## src/rtl/vrf_read_pkg.sv

```systemverilog
// Shared types, default widths and helpers for the VRF read pipe.
// Pure declarations: no logic, no latency, no flow control.
package vrf_read_pkg;

    localparam int VRF_VS_W         = 5;
    localparam int VRF_OFFSET_W     = 3;
    localparam int VRF_IDX_W        = 3;
    localparam int VRF_SRC_W        = 2;
    localparam int VRF_DATA_W       = 32;
    localparam int VRF_SRAM_LATENCY = 2;
    localparam int VRF_RESP_DEPTH   = 4;

    typedef struct packed {
        logic [VRF_VS_W-1:0]     vs;
        logic [VRF_SRC_W-1:0]    readSource;
        logic [VRF_OFFSET_W-1:0] offset;
        logic [VRF_IDX_W-1:0]    instructionIndex;
    } VRFReadRequest;

    typedef struct packed {
        logic [VRF_DATA_W-1:0] data;
        logic [VRF_SRC_W-1:0]  readSource;
        logic [VRF_IDX_W-1:0]  instructionIndex;
    } VRFReadResponse;

    // Pointer width for a circular buffer; a 1-entry buffer still needs one bit.
    function automatic int ptr_width(input int depth);
        return (depth > 1) ? $clog2(depth) : 1;
    endfunction

endpackage

```

## src/rtl/vrf_read_resp_fifo.sv

```systemverilog
// Synchronous FIFO with occupancy count; push visible one cycle later, no bypass.
// Backpressure: none internally -- the owner guarantees no push into a full queue without a pop.
module vrf_read_resp_fifo
    import vrf_read_pkg::*;
#(
    parameter int WIDTH = 8,
    parameter int DEPTH = 4,
    localparam int CNT_W = $clog2(DEPTH + 1)
) (
    input  logic             clock,
    input  logic             reset,
    input  logic             push,
    input  logic [WIDTH-1:0] push_dat,
    input  logic             pop,
    output logic [WIDTH-1:0] pop_dat,
    output logic [CNT_W-1:0] count
);

    localparam int PTR_W = ptr_width(DEPTH);

    logic [WIDTH-1:0] mem [DEPTH];
    logic [PTR_W-1:0] wr_ptr;
    logic [PTR_W-1:0] rd_ptr;
    logic             empty;
    logic             full;
    logic             do_pop;

    assign empty  = (count == '0);
    assign full   = (count == CNT_W'(DEPTH));
    assign do_pop = pop && !empty;

    // Explicit wrap keeps non-power-of-two depths correct.
    function automatic logic [PTR_W-1:0] next_ptr(input logic [PTR_W-1:0] p);
        return (p == PTR_W'(DEPTH - 1)) ? '0 : p + PTR_W'(1);
    endfunction

    always_ff @(posedge clock) begin
        if (push) begin
            mem[wr_ptr] <= push_dat;
        end
    end

    always_ff @(posedge clock or negedge reset) begin
        if (!reset) begin
            wr_ptr <= '0;
            rd_ptr <= '0;
            count  <= '0;
        end else begin
            if (push) begin
                wr_ptr <= next_ptr(wr_ptr);
            end
            if (do_pop) begin
                rd_ptr <= next_ptr(rd_ptr);
            end
            if (push && !do_pop) begin
                count <= count + CNT_W'(1);
            end else if (!push && do_pop) begin
                count <= count - CNT_W'(1);
            end
        end
    end

    // Zero when empty so the response fields read as zero while nothing is valid.
    assign pop_dat = empty ? '0 : mem[rd_ptr];

`ifndef SYNTHESIS
    push_into_full: assert property (@(posedge clock) disable iff (!reset)
        !(push && full && !do_pop));
`endif

endmodule

```

## src/rtl/vrf_read_pipe.sv

```systemverilog
// VRF read issue + fixed-latency tag tracking + credited response queue; accept-to-resp_valid is SRAM_LATENCY+1 cycles.
// Backpressure: req_ready drops when in-flight + queued reaches RESP_DEPTH; VRF_READ_PIPE_PERF_EN adds stall counters.
module vrf_read_pipe
    import vrf_read_pkg::*;
#(
    parameter int VS_W         = VRF_VS_W,
    parameter int OFFSET_W     = VRF_OFFSET_W,
    parameter int IDX_W        = VRF_IDX_W,
    parameter int SRC_W        = VRF_SRC_W,
    parameter int DATA_W       = VRF_DATA_W,
    parameter int SRAM_LATENCY = VRF_SRAM_LATENCY,
    parameter int RESP_DEPTH   = VRF_RESP_DEPTH
) (
    input  logic                     clock,
    input  logic                     reset,
    input  logic                     req_valid,
    output logic                     req_ready,
    input  logic [VS_W-1:0]          req_vs,
    input  logic [SRC_W-1:0]         req_readSource,
    input  logic [OFFSET_W-1:0]      req_offset,
    input  logic [IDX_W-1:0]         req_instructionIndex,
    output logic                     sram_en,
    output logic [VS_W+OFFSET_W-1:0] sram_addr,
    input  logic [DATA_W-1:0]        sram_rdata,
    output logic                     resp_valid,
    input  logic                     resp_ready,
    output logic [DATA_W-1:0]        resp_data,
    output logic [SRC_W-1:0]         resp_readSource,
    output logic [IDX_W-1:0]         resp_instructionIndex
`ifdef VRF_READ_PIPE_PERF_EN
    ,
    output logic [15:0]              perf_stall_cnt,
    output logic                     perf_resp_stall
`endif
);

    localparam int ADDR_W = VS_W + OFFSET_W;
    localparam int ENT_W  = DATA_W + SRC_W + IDX_W;
    localparam int CNT_W  = $clog2(RESP_DEPTH + 1);
    localparam int OCC_W  = CNT_W + 1;

    logic                    accept;
    logic                    push;
    logic                    pop;
    logic [CNT_W-1:0]        inflight_count;
    logic [CNT_W-1:0]        queue_count;
    logic [OCC_W-1:0]        occupancy;
    logic [ADDR_W-1:0]       addr_q;
    logic [SRAM_LATENCY-1:0] tag_vld;
    logic [SRC_W-1:0]        tag_src [SRAM_LATENCY];
    logic [IDX_W-1:0]        tag_idx [SRAM_LATENCY];
    logic [ENT_W-1:0]        push_dat;
    logic [ENT_W-1:0]        pop_dat;

    // Credit covers both in-flight reads and queued responses, so the queue cannot overflow.
    assign occupancy = OCC_W'(inflight_count) + OCC_W'(queue_count);
    assign req_ready = reset && (occupancy < OCC_W'(RESP_DEPTH));
    assign accept    = req_valid && req_ready;

    assign sram_en   = accept;
    assign sram_addr = accept ? {req_vs, req_offset} : addr_q;

    always_ff @(posedge clock or negedge reset) begin
        if (!reset) begin
            addr_q <= '0;
        end else if (accept) begin
            addr_q <= {req_vs, req_offset};
        end
    end

    // Stage k holds tags of a read issued k+1 cycles ago; the last stage lines up with sram_rdata.
    always_ff @(posedge clock or negedge reset) begin
        if (!reset) begin
            tag_vld <= '0;
            for (int i = 0; i < SRAM_LATENCY; i++) begin
                tag_src[i] <= '0;
                tag_idx[i] <= '0;
            end
        end else begin
            tag_vld[0] <= accept;
            tag_src[0] <= req_readSource;
            tag_idx[0] <= req_instructionIndex;
            for (int i = 1; i < SRAM_LATENCY; i++) begin
                tag_vld[i] <= tag_vld[i-1];
                tag_src[i] <= tag_src[i-1];
                tag_idx[i] <= tag_idx[i-1];
            end
        end
    end

    assign push     = tag_vld[SRAM_LATENCY-1];
    assign push_dat = {sram_rdata, tag_src[SRAM_LATENCY-1], tag_idx[SRAM_LATENCY-1]};
    assign pop      = resp_valid && resp_ready;

    always_ff @(posedge clock or negedge reset) begin
        if (!reset) begin
            inflight_count <= '0;
        end else if (accept && !push) begin
            inflight_count <= inflight_count + CNT_W'(1);
        end else if (!accept && push) begin
            inflight_count <= inflight_count - CNT_W'(1);
        end
    end

    vrf_read_resp_fifo #(
        .WIDTH (ENT_W),
        .DEPTH (RESP_DEPTH)
    ) u_resp_fifo (
        .clock    (clock),
        .reset    (reset),
        .push     (push),
        .push_dat (push_dat),
        .pop      (pop),
        .pop_dat  (pop_dat),
        .count    (queue_count)
    );

    assign resp_valid = (queue_count != '0);
    assign {resp_data, resp_readSource, resp_instructionIndex} = pop_dat;

`ifdef VRF_READ_PIPE_PERF_EN
    always_ff @(posedge clock or negedge reset) begin
        if (!reset) begin
            perf_stall_cnt <= '0;
        end else if (req_valid && !req_ready && (perf_stall_cnt != 16'hFFFF)) begin
            perf_stall_cnt <= perf_stall_cnt + 16'd1;
        end
    end

    assign perf_resp_stall = resp_valid && !resp_ready;
`else
    // No performance state in this build.
`endif

endmodule

```

## config.mk

```make
export PLATFORM = sky130hd
export DESIGN_NAME = vrf_read_pipe
export DESIGN_NICKNAME = d
export VERILOG_FILES = /design/src/rtl/vrf_read_pkg.sv /design/src/rtl/vrf_read_resp_fifo.sv /design/src/rtl/vrf_read_pipe.sv
export SDC_FILE = /design/constraint.sdc
export NUM_CORES = 1
export LEC_CHECK = 0
export CORE_ASPECT_RATIO = 1.5
export CORE_UTILIZATION = 45
export CTS_BUF_LIST = sky130_fd_sc_hd__clkbuf_16
export CTS_CLUSTER_SIZE = 25
export DETAILED_ROUTE_END_ITERATION = 8
export MAX_ROUTING_LAYER = met4
export PLACE_DENSITY = 0.68
export SLEW_MARGIN = 20
export SYNTH_ARGS = -nofsm -noshare
export SYNTH_HDL_FRONTEND = slang
export SYNTH_SLANG_ARGS = --single-unit
```

## constraint.sdc

```tcl
create_clock -name clock -period 2.8 [get_ports clock]
set_clock_uncertainty 0.05 [all_clocks]
set_input_delay 0.84 -clock clock [delete_from_list [all_inputs] [get_ports clock]]
set_output_delay 0.84 -clock clock [all_outputs]
set_load 0.02 [all_outputs]
```

==> impl_metrics.json <==
{
  "placed_area_mm2": 0.00817,
  "post-place-ws_ns": -0.904,
  "critPathArrivalTime_ns": 2.19,
  "fmax_mhz": 325,
  "start_util_pct": 46.4,
  "n_antenna_cell": 0,
  "cts_buffers": 17,
  "h-tree-depth": 4,
  "final_common_cell": "edfxtp_1",
  "synth-seq-cells": 178,
  "finalHoldViolations": 0,
  "first_iter_violations": 174,
  "clk_pin_slew_ns": 0.06,
  "yosysTopAreaCell": "edfxtp_1",
  "cp_data_required_time_ns": 1.91,
  "die_x_um": 102,
  "synth_top_area_share_pct": 65.4,
  "hold_path.class": "reg -> reg",
  "core-area_mm2": 0.0147,
  "grt_pass1_wl_mm": 19.4,
  "wl_mm": 12.3,
  "final_nets": 511,
  "place_inst": 615,
  "firstDrtPassIters": 4,
  "netlist_area_mm2": 0.00680,
  "overflow": 0,
  "leakagePower_nw": 3.26,
  "final_util_pct": 62.3,
  "vias_per_cell": 5.10,
  "syn_inst": 316,
  "grt_max_degree": 31,
  "fin_crit_sh_pct": 110,
  "yosys_warnings": 0,
  "r2r_slack_ns": 0.10,
  "stdcell_area_mm2": 0.00913,
  "min_period_ns": 3.08,
  "gp_congestion": 0.675,
  "clock_path_buffers": 2,
  "clock_latency_ns": 0.41,
  "ys_seq_area_share_pct": 76.4,
  "area_delta_synth_final_pct": 34.3,
  "post-dp-hpwl_mm": 7.52,
  "root_buffer": "clkbuf_16",
  "critPathKind": "reg -> out",
  "start_kind": "flip-flop",
  "layout_common_cells": "edfxtp_1, buf_6, clkdlybuf4s50_1, mux4_2, and2_4",
  "peakVddDrop_mv": 0.427,
  "drc_errors": 0,
  "synth_cell_types": 21,
  "worst_pin_slew_ns": 0.559,
  "io_buffers": 96,
  "synth_nets": 376,
  "die_h_um": 153,
  "worst_slack_ns": -0.276,
  "relSlewSlack_pct": 62.7,
  "power.density_mw_per_mm2": 587,
  "ios": 97,
  "syn_area_per_cell_um2": 21.5,
  "cp_max_fo": 4,
  "die-area_mm2": 0.0156,
  "maxCapViolations": 0,
  "setup_viol": 9,
  "rsz0062_at_grt": "yes",
  "grt_pass1_vias": 3685,
  "post_drt_wl_per_cell_um": 18.6,
  "drive_gt1_share_pct": 44.4,
  "cts.sinks": 178,
  "p_total_mw": 5.36,
  "drtAntennaViolNets": 0,
  "critical_path.endpoint_type": "primary output",
  "slew_viol_final": 0,
  "antenna_found_initial": 0,
  "violations": "setup timing",
  "rows": 54,
  "vias": 3364,
  "status": "complete, but fails checks",
  "grtUsageTotal_pct": 17.6,
  "final_cells": 660,
  "synthTopCellsByArea": "edfxtp_1, mux4_2, dfrtp_1",
  "cts_tree": "built"
}
through the flow:
step / hold slack [ns] / TNS (ns)
after floorplan: 0.281 / 0
after global placement: 0.284 / -9.24
after detailed placement: 0.285 / -9.88
after CTS: 0.301 / -2.52
after global routing: 0.306 / -3.59
final: 0.301 / -2.20
state kept, by name, indices dropped and copies added (netlist names):
name and flops:
u_resp_fifo.rd_ptr 2, inflight_count 3, tag_vld 2, push_dat 5, u_resp_fifo.wr_ptr 2, tag_idx 3
addr_q 8, u_resp_fifo.mem 148, tag_src 2, u_resp_fifo.count 3
critical path, stage by stage (launching register included):
cell     delay [ns]
dfrtp_1        0.42
ha_4           0.26
nor4b_4        0.34
nand3_4        0.16
buf_6          0.15
mux2_4         0.30
buf_6          0.13
Yosys cell counts:
cell / instances
nor2_1: 3
nor4b_2: 1
mux2_2: 12
and2_1: 42
ha_1: 9
nand2_1: 2
o21ai_0: 2
dfrtp_1: 30
nand3_1: 1
inv_1: 6
buf_6: 2
nand3_2: 1
buf_4: 2
or3_1: 2
buf_2: 3
clkbuf_1: 5
mux4_2: 37
edfxtp_1: 148
fa_1: 2
xor2_1: 4
xnor2_1: 2
repair_timing:
item / 4_1_cts / 5_1_grt
hold buffers: 0 / 0
setup buffers: 13 / 1
pin swaps: 1 / 10
resized for setup: 211 / 128
endpoints found under the setup margin: 50 / 48
gates cloned: 3 / 0
layout make-up:
class / instances / area, um2
multi-input combinational: 121 / 1670
clock inverter: 15 / 183
tap: 196 / 245
clock buffer: 17 / 425
sequential: 178 / 5200
timing repair buffer: 127 / 1390
inverter: 6 / 25.0
fill: 1030 / 5530
report_power, final:
| part | internal, mW | switching (mW) |
|---|---|---|
| Clock | 1.41 | 0.972 |
| Sequential | 2.88 | 0.00431 |
| Combinational | 0.0601 | 0.0370 |
| Total | 4.35 | 1.01 |
worst paths after layout:
path | start | end | cells after the start
min | tag_idx[5] | push_dat[2] | 0
min in group asynchronous | reset | push_dat[2] | 2
max | u_resp_fifo.count[2] | sram_addr[7] | 6
max reg2reg | u_resp_fifo.count[2] | inflight_count[2] | 13
min reg2reg | tag_idx[5] | push_dat[2] | 0
max in group asynchronous | reset | u_resp_fifo.rd_ptr[0] | 2
logic make-up after synthesis:
group                      Yosys count  share of synthesized area (%)
buffers and inverters               18                           1.38
AOI/OAI and AO/OA                    2                          0.147
adders and majority gates           11                           2.25
and+or+nand+nor                     52                           4.77
DFF                                178                           76.4
xor gates and xnor gates             6                          0.773
muxes                               49                           14.2
layer usage:
layer  part of all wire, %  vias to the layer above  track usage [%]
met1                    39                     1750             20.2
li1                      -                     1511                -
met5                     0                        -                -
met2                    55                       89             29.6
met3                   4.6                       14             4.86
met4                   1.3                        0             5.78
Note: power is estimated with default switching activity, not from simulation.
